===== src/rtl/array_req_ctrl.sv =====
// Request controller for a 64x114 single-port array: zero-fills the array after
// reset, then issues ordered masked writes and reads with a 2-entry response FIFO.
module array_req_ctrl (
  input  logic           clock,
  input  logic           reset_n,
  input  logic           req_valid,
  output logic           req_ready,
  input  logic           req_write,
  input  logic [5:0]     req_addr,
  input  logic [1:0]     req_wmask,
  input  logic [113:0]   req_wdata,
  output logic           resp_valid,
  input  logic           resp_ready,
  output logic [113:0]   resp_data,
  output logic           mem_en,
  output logic           mem_wmode,
  output logic [5:0]     mem_addr,
  output logic [1:0]     mem_wmask,
  output logic [113:0]   mem_wdata,
  input  logic [113:0]   mem_rdata,
  output logic           init_done
);

  typedef enum logic {INIT, RUN} state_t;

  state_t         state;
  logic [5:0]     init_cnt;
  logic           inflight;
  logic [1:0]     occ;
  logic [113:0]   slot0;
  logic [113:0]   slot1;
  logic           pop;
  logic           push;
  logic           rd_ok;
  logic           fire;
  logic [2:0]     pend;

  assign pop        = resp_valid && resp_ready;
  assign push       = inflight;
  assign resp_valid = occ != 2'd0;
  assign resp_data  = slot0;

  // pop implies occ>=1, so this never underflows
  assign pend  = {1'b0, occ} + {2'b0, inflight} - {2'b0, pop};
  assign rd_ok = pend < 3'd2;

  assign req_ready = (state == RUN) && (req_write || rd_ok);
  assign fire      = req_valid && req_ready;

  // reset_n gates the fill so the array sees no enable while held in reset
  always_comb begin
    mem_en    = 1'b0;
    mem_wmode = 1'b0;
    mem_addr  = '0;
    mem_wmask = '0;
    mem_wdata = '0;
    if (state == INIT) begin
      mem_en    = reset_n;
      mem_wmode = reset_n;
      mem_addr  = init_cnt;
      mem_wmask = {2{reset_n}};
    end else if (fire) begin
      mem_en    = 1'b1;
      mem_wmode = req_write;
      mem_addr  = req_addr;
      mem_wmask = req_wmask;
      mem_wdata = req_wdata;
    end
  end

  always_ff @(posedge clock or negedge reset_n) begin
    if (!reset_n) begin
      state     <= INIT;
      init_cnt  <= '0;
      init_done <= 1'b0;
      inflight  <= 1'b0;
      occ       <= '0;
    end else begin
      inflight <= (state == RUN) && fire && !req_write;
      if (state == INIT) begin
        init_cnt <= init_cnt + 6'd1;
        if (init_cnt == 6'd63) begin
          state     <= RUN;
          init_done <= 1'b1;
        end
      end
      case ({push, pop})
        2'b10:   occ <= occ + 2'd1;
        2'b01:   occ <= occ - 2'd1;
        default: occ <= occ;
      endcase
    end
  end

  always_ff @(posedge clock) begin
    if (pop) begin
      if (push && occ == 2'd1) slot0 <= mem_rdata;
      else                     slot0 <= slot1;
      if (push && occ == 2'd2) slot1 <= mem_rdata;
    end else if (push) begin
      if (occ == 2'd0) slot0 <= mem_rdata;
      else             slot1 <= mem_rdata;
    end
  end

  a_no_overflow: assert property (
    @(posedge clock) disable iff (!reset_n)
    !(push && occ == 2'd2 && !pop));

endmodule


===== config.mk =====
export PLATFORM = sky130hd
export DESIGN_NAME = array_req_ctrl
export DESIGN_NICKNAME = d
export VERILOG_FILES = /design/src/rtl/array_req_ctrl.sv
export SDC_FILE = /design/constraint.sdc
export NUM_CORES = 1
export LEC_CHECK = 0
export CAP_MARGIN = 10
export CORE_AREA = 2 2 187 189
export CTS_BUF_LIST = sky130_fd_sc_hd__clkbuf_16
export CTS_CLUSTER_SIZE = 25
export DETAILED_ROUTE_END_ITERATION = 16
export DIE_AREA = 0 0 189 191
export PLACE_DENSITY = 0.59
export SLEW_MARGIN = 20
export SYNTH_ARGS = -nofsm -noshare
export SYNTH_HDL_FRONTEND = slang
export SYNTH_SLANG_ARGS = --single-unit

===== constraint.sdc =====
create_clock -name clock -period 20.2 [get_ports clock]
set_clock_uncertainty 0.1 [all_clocks]
set_input_delay 2.02 -clock clock [delete_from_list [all_inputs] [get_ports clock]]
set_output_delay 2.02 -clock clock [all_outputs]
set_load 0.05 [all_outputs]

# Word level (Yosys, flattened, before mapping)
# Cells that the tools add are included.
# totals
register_bits,239
input_bits,241
out_inout_bits,241
word_cells,59
# classes
n_mux,21
eq_ne,7
magnitude_cmp,1
bitwise,1
n_reduce_logical,17
addsub,5
# ops
op,n
two-way mux 114 bit,10
two-way mux 6 bit,2
nonzero test 2 bit,4
logical AND 1 bit,7
adder 6 x 1 -> 6 bit (second input constant),1
equality test 6 bit (second input constant),1
two-way mux 1 bit,6
equality test 2 x 1 -> 1 bit (second input constant),2
equality test 2 bit (second input constant),2
two-way mux 2 bit,2
one-hot mux 2 bit (2 select lines),1
AND reduction 2 bit,2
adder 2 x 1 -> 3 bit,1
< comparator 3 x 2 -> 1 bit (second input constant),1
AND reduction 3 bit,1
subtractor 3 x 1 -> 3 bit,1
adder 2 x 1 -> 2 bit (second input constant),1
logical NOT 2 bit,1
inequality test 2 x 1 -> 1 bit (second input constant),1
inequality test 2 bit (second input constant),1
subtractor 2 x 1 -> 2 bit (second input constant),1
logical NOT 1 bit,1
logical OR 1 bit,1
NOT 1 bit,1

# Depth between registers and ports, before layout
# Gate-level depths: netlist (run 1).
# logic_depth
word_depth,9
depth_mapped,11
ltp_nobuf,9

# Worst setup path before layout (run 1)
# Ideal clock, no wire load.
# synth_timing
path_type,input -> register
start,input resp_ready
end,"register slot1[0], enable pin"
required_time_ns,19.344
t_arrival_ns,10.786
setup_ns,0.756
path_buffers,0
stages,4
slack_ns,8.558
path_cell_list,nor2b_2 -> inv_1 -> ha_1 -> a211oi_1
# synth_between
elab_chain_len,3
elab_cells_between_ends,5
cone_classes,eq/ne (2); reduce/logical (3)
# synth_rtl
element,line,rtl
from (decl),13,"input logic resp_ready,"
logical AND 1 bit (*),38,assign pop = resp_valid && resp_ready;
"inequality test 2 x 1 -> 1 bit (no line), or another cell as far along",--,
AND reduction 3 bit (no line) (*),--,
to (signal assigned),99,if (push && occ == 2'd2) slot1 <= mem_rdata;
to (signal assigned),102,else slot1 <= mem_rdata;
to (decl),31,logic [113:0] slot1;
# Mark *: on every way between the ends. The rest lies on a longest branch, timed or not.
# A chain may end at the register's enable or synchronous reset.

# Worst setup path after layout (run 1)
# layout_timing
start,input resp_ready
end,output mem_wdata[97]
# layout_between
elab_chain_len,8
# layout_rtl
element,line,rtl
logical AND 1 bit,38,
subtractor 3 x 1 -> 3 bit,44,"assign pend = {1'b0, occ} + {2'b0, inflight} - {2'b0, pop};"
< comparator 3 x 2 -> 1 bit,45,assign rd_ok = pend < 3'd2;
logical OR 1 bit,47,assign req_ready = (state == RUN) && (req_write || rd_ok);
logical AND 1 bit,47,
logical AND 1 bit,48,assign fire = req_valid && req_ready;
two-way mux 114 bit,62,end else if (fire) begin
two-way mux 114 bit,57,if (state == INIT) begin
to (decl),19,"output logic [113:0] mem_wdata,"
# Every way passes these cells.

==> parameters.txt, run 1 <==
Parameter                              Value

Synthesis
  Sequential fraction of the synthesis area ... 0.727
  Cell types with the largest area share after synthesis ... edfxtp_1 70%, mux2_2 13%, and2_1 4.3%
  Warnings from Yosys ... 0
  Share of synthesized flip-flops with an asynchronous set or reset ... 0.0460
  Complex-gate fraction of the synthesized area ... 0.0130
  Combinational family with the most area after synthesis ... multiplexers
  Post-synthesis cell type with the largest combined area ... edfxtp_1
  Area share of the largest cell type after synthesis ... 0.699
  Simple-gate portion of the synthesized area ... 0.0903
  Commonest cells in the netlist ... 228 x edfxtp_1, 115 x mux2_2, 67 x and2_1, 47 x and2_2, 11 x dfrtp_1
  Post-synthesis mux area share ... 0.132
  Number of flip-flops and latches in the synthesized netlist ... 239
  Main synth FF type ... edfxtp_1
  Number of instances in the synthesized netlist ... 556
  Net Count, Synth ... 803
  Post-Synthesis Cell Area ... 0.00979 mm2
  Share of synthesized cell area in full adder, half adder and majority cells ... 0.00843
  Distinct cell type count after synthesis ... 33
  Cell with the most instances after synthesis ... edfxtp_1
  Xor and xnor fraction of the mapped netlist area ... 0.00716
  Number of synthesized flops with an enable pin ... 228
  Mean post-synth cell area ... 17.6 um2

Critical path
  Crit path capture ... mem_wdata[97]
  Kind of start point of the critical path ... primary input
  Buffering stage count on the worst path with inverters included ... 3
  Classification of the worst setup path ... in2out
  Critical Path AT ... 5880 ps
  Gate family responsible for the most delay along the worst path ... buffers and inverters
  Worst Setup End Kind ... output port
  CP cell instances ... clkdlybuf4s50_1, nor2b_2, nand2_1, a21oi_1, fa_1, o31ai_4, buf_4, and2_2, clkdlybuf4s50_1
  Crit path max-delay cell type ... clkdlybuf4s50_1
  Worst r2r dst ... slot1[54]
  Path length in cells of the critical path ... 9
  Depth of the worst register-to-register path ... 7
  Required time worst endpoint ... 18,080 ps
  Top fanout value on the critical path ... 120
  Delay of the slowest critical-path stage ... 840 ps
  Source of the worst register-to-register timing path ... occ[0]
  Source of the critical timing path ... resp_ready
  Most Frequent Cell on Critical Path ... clkdlybuf4s50_1
  Setup slack of the worst register-to-register path ... 17,270 ps

Worst hold path
  Kind of path behind the tightest hold check ... reg2reg

Timing
  Final count of hold timing violations ... 0
  Minimum clock period after layout ... 8000 ps
  Ratio of final minimum period to clock period ... 0.396
  Normalized max-slew margin ... 0.346
  Max Clock Freq ... 125 MHz
  Final Max Tran Viols ... 0
  Setup violation total in the final timing report ... 0
  Setup_tns ... 0 ps
  RSZ-0062 raised after global routing ... no
  Final critical-path setup slack ... 12,200 ps
  Worst-margin pin slew ... 981 ps

Routing
  Number of vias per cell after detailed routing ... 4.32
  Routed wire length ... 32,700 um
  Antenna Violating Nets Remaining ... 0
  Post-route DRC violation count ... 0
  Iteration-0 DRC count of the detailed router ... 282
  Number of vias in the routed layout ... 6,584
  Detailed-routing iteration count for the pre-antenna-repair pass ... 4
  DR WL/cell ... 21.5 um

Place
  DPL Wire Length ... 24,400 um
  Worst-case setup slack after placement ... 12,240 ps
  DP Area ... 0.0151 mm2
  Cells after DPL ... 1,473
  Number of I/O port buffers ... 481
  Placer congestion estimate ... 0.786

Clocking
  Number of clock sinks ... 239
  TritonCTS buffer count ... 26
  Number of gates resized after cts ... 0
  Post-CTS Repair Setup Buffers ... 0
  CTS root buf ... clkbuf_16
  Worst-skew pair later-pin latency ... 540 ps
  Hold-fix buffers, CTS ... 0
  Clock transition at the register clock pins on the worst setup and hold paths after CTS ... 60 ps
  CTS tree ... done
  Buffer levels on the longest clock path ... 3
  # H-tree levels ... 1

Global routing
  Initial antenna violation count ... 15
  Number of global-route vias before repair ... 6,773
  Largest net degree at the start of global routing ... 121
  Overall Global Routing Usage ... 0.171
  Wire length of the first global-routing pass ... 45,500 um
  Grt ovf ... 0

Floorplanning
  Rows ... 68
  Die outline width ... 189 um
  Total Die Area ... 0.0361 mm2
  Die Y ... 191 um
  Floorplan Core Area ... 0.0341 mm2
  Initial core utilization ... 0.287
  Boundary pin count ... 482

Cells and area
  Layout area overhead ... 62.2%
  Post-route standard cell area excluding fillers ... 0.0159 mm2
  Finished Layout Cells ... 1,525
  Final layout net count ... 1,293
  Fraction of final layout cells with drive strength greater than 1 ... 0.199

Outcome
  Outcome ... finished, final reports clean

Power and ir drop
  Leakage power of the design ... 5.55 nW
  P per Cell Area ... 104 mW/mm2
  Worst IR drop on VDD ... 63.7 uV
  PnR Total Power ... 1.65 mW

Flow run
  Number of max-cap violations ... 0
==> kinds of logic after synthesis <==
group,Yosys count
flops,239
simple gates,136
mux,115
buf+inv,35
compound gates,17
xor+xnor,8
fa+ha+maj,6
==> metrics by stage <==
stage / utilization / hold WS, ps
finish: 0.466 / 408
detailed placement: 0.442 / 397
global route: 0.465 / 423
global placement: 0.442 / 393
floorplan: - / 364
CTS: 0.465 / 408
==> layout make-up <==
| cell class | instances | area (um2) |
|---|---|---|
| Antenna cell | 5 | 12.5 |
| Clock buffer | 26 | 651 |
| Clock inverter | 21 | 131 |
| Fill cell | 3022 | 18200 |
| Inverter | 9 | 33.8 |
| Multi-Input combinational cell | 282 | 2500 |
| Sequential cell | 239 | 7120 |
| Tap cell | 455 | 569 |
| Timing Repair Buffer | 488 | 4870 |
==> flip-flops by register name (all words and copies together), names as in the netlist <==
signal	cells
state	1
init_done	1
inflight	1
init_cnt	6
resp_data	114
slot1	114
occ	2
==> cells in the final DEF, fill, tap and decap left out, types with 2 or more instances in the layout <==
cell type,instances
and2_1,67
nand2_1,8
nand2b_1,2
diode_2,5
clkinv_1,10
nor2_1,2
a22o_1,6
inv_1,11
nand3_1,2
clkdlybuf4s50_1,481
or2_2,2
clkinvlp_4,2
a21oi_1,3
xnor2_1,6
mux2_2,115
dfrtp_1,11
o21bai_1,2
and2_2,47
xor2_1,2
clkbuf_16,26
clkinv_2,5
o21ai_0,2
edfxtp_1,228
buf_4,7
ha_1,5
==> layer usage <==
metal,part of all wire,up-vias,GRT usage
li1,-,3034,-
met1,0.40,3196,0.217
met2,0.48,314,0.287
met3,0.10,38,0.0538
met4,0.018,2,0.0388
met5,0.00040,-,0
==> report_power, final <==
group	switching, mW	internal, mW
combinational	0.328	0.192
clock	0.195	0.246
sequential	0.0233	0.664
==> worst min-delay path by stage <==
stage | start | to | cells after the start
after global placement | init_cnt[4] | init_cnt[4] | 1
after global routing | init_cnt[5] | init_cnt[5] | 1
after detailed placement | init_cnt[4] | init_cnt[4] | 1
after CTS | init_cnt[5] | init_cnt[5] | 1
final | init_cnt[5] | init_cnt[5] | 1
after floorplan | init_cnt[5] | init_cnt[5] | 1
Note: power is estimated with default switching activity, not from simulation.
==> run 2, diff against run 1 <==
- CORE_AREA: 2 2 187 189 -> 2 2 188 190
- DIE_AREA: 0 0 189 191 -> 0 0 190 192
- clock period: 20.2 -> 8.12 ns (I/O delays scaled with it)
==> parameters.txt, run 2 (synthesis gave the netlist of run 1 again) <==
Parameter                              Value

Power and ir drop
  Fraction of power spent switching nets ... 0.320
  Worst IR drop on VDD ... 172 uV
  Power share of the clock group ... 0.288
  Leakage power of the design ... 5.60 nW
  Net load switching power ... 1.34 mW
  Logic pwr share ... 0.306
  Power share of the sequential group ... 0.407
  PnR Total Power ... 4.20 mW
  Cell-internal power ... 2.86 mW
  P per Cell Area ... 263 mW/mm2

Clocking
  CTS tree ... done
  Number of gates resized after cts ... 0
  Worst-skew pair later-pin latency ... 540 ps
  Clock transition at the register clock pins on the worst setup and hold paths after CTS ... 50 ps
  Buffer levels on the longest clock path ... 3
  Hold-fix buffers, CTS ... 0
  Post-CTS Repair Setup Buffers ... 0
  # H-tree levels ... 1
  TritonCTS buffer count ... 27
  CTS root buf ... clkbuf_16
  Number of clock sinks ... 239

Global routing
  Overall Global Routing Usage ... 0.153
  Initial antenna violation count ... 2
  Wire length of the first global-routing pass ... 41,800 um
  Grt ovf ... 0
  Number of global-route vias before repair ... 6,567
  Largest net degree at the start of global routing ... 121

Floorplanning
  Floorplan Core Area ... 0.0343 mm2
  Die Y ... 192 um
  Rows ... 68
  Initial core utilization ... 0.286
  Boundary pin count ... 482
  Total Die Area ... 0.0365 mm2
  Die outline width ... 190 um

Routing
  DR WL/cell ... 19.6 um
  Routed wire length ... 29,700 um
  Iteration-0 DRC count of the detailed router ... 295
  Antenna Violating Nets Remaining ... 0
  Post-route DRC violation count ... 0
  Number of vias in the routed layout ... 6,463
  Number of vias per cell after detailed routing ... 4.25
  Detailed-routing iteration count for the pre-antenna-repair pass ... 4

Timing
  Final critical-path setup slack ... 2670 ps
  Post-Route Hold Slack ... 396 ps
  Ratio of final minimum period to clock period ... 0.671
  Worst-margin pin slew ... 959 ps
  RSZ-0062 raised after global routing ... no
  Final count of hold timing violations ... 0
  Final Max Tran Viols ... 0
  Normalized max-slew margin ... 0.361
  Setup_tns ... 0 ps
  Setup violation total in the final timing report ... 0
  Minimum clock period after layout ... 5450 ps
  Max Clock Freq ... 184 MHz

Critical path
  Classification of the worst setup path ... in2out
  Worst Setup End Kind ... output port
  Kind of start point of the critical path ... primary input
  Top fanout value on the critical path ... 120
  Crit path capture ... mem_wdata[97]
  Depth of the worst register-to-register path ... 6
  Source of the critical timing path ... resp_ready
  Critical Path AT ... 4530 ps
  Worst r2r dst ... resp_data[0]
  Setup slack of the worst register-to-register path ... 4940 ps
  Required time worst endpoint ... 7210 ps
  Source of the worst register-to-register timing path ... occ[1]

Outcome
  Outcome ... finished, final reports clean

Place
  Placer congestion estimate ... 0.825
  Worst-case setup slack after placement ... 2650 ps
  Cells after DPL ... 1,472
  DPL Wire Length ... 21,900 um
  Number of I/O port buffers ... 481

Worst hold path
  Kind of path behind the tightest hold check ... reg2reg
  Hold Path Cell Cnt ... 1

Flow run
  Number of max-cap violations ... 0

Cells and area
  Commonest cells after routing, fill and taps aside ... 481 x clkdlybuf4s50_1, 228 x edfxtp_1, 115 x mux2_2
  Final layout net count ... 1,293
  Layout area overhead ... 63.1%
  Number of inserted filler cells in the final layout ... 3,028
  Most common cell after layout, fill and taps aside ... clkdlybuf4s50_1
  Fraction of final layout cells with drive strength greater than 1 ... 0.200
  Finished Layout Cells ... 1,519
-- run 2: how the worst min path moves through the flow --
stage | start | slack [ps] | to
final | init_cnt[4] | 400 | init_cnt[4]
after CTS | init_cnt[4] | 400 | init_cnt[4]
after floorplan | init_cnt[5] | 360 | init_cnt[5]
after global placement | init_cnt[4] | 400 | init_cnt[4]
after detailed placement | init_cnt[4] | 390 | init_cnt[4]
after global routing | init_cnt[4] | 430 | init_cnt[4]
-- run 2: metrics by stage --
step,util,instance area [um2]
final,0.466,16000
after global routing,0.466,16000
after CTS,0.466,16000
after detailed placement,0.440,15100
after global placement,0.440,15100
after floorplan,-,9800
-- run 2: worst max-delay path: stages --
cell and delay (ps):
clkdlybuf4s50_1 530, nor2b_2 280, nand2_1 120, a21oi_1 190, fa_1 510, o31ai_4 250
buf_4 680, and2_2 270, clkdlybuf4s50_1 830
-- run 2: power by group through the flow --
stage	clock network (mW)	registers [mW]	logic, mW
2_1_floorplan	0	2.23	0.351
3_3_place_gp	0	1.73	1.30
3_5_place_dp	0	1.74	1.30
4_1_cts	1.26	1.71	1.31
5_1_grt	1.30	1.73	1.35
6_report	1.21	1.71	1.28
-- run 2: layer usage --
| layer | part of all wire | GRT usage |
|---|---|---|
| met3 | 0.083 | 0.0466 |
| met5 | 0 | 0 |
| met1 | 0.38 | 0.181 |
| met4 | 0.024 | 0.0397 |
| met2 | 0.51 | 0.271 |
-- run 2: cell type report --
cell class / instances / area [um2] / share of cell area
tap: 455 / 569 / 0.0356
multi-input combinational: 282 / 2500 / 0.157
antenna: 1 / 2.50 / 0.000157
inverter: 9 / 33.8 / 0.00212
sequential: 239 / 7120 / 0.446
clock buffer: 27 / 676 / 0.0423
clock inverter: 19 / 206 / 0.0129
timing repair buffer: 487 / 4860 / 0.304
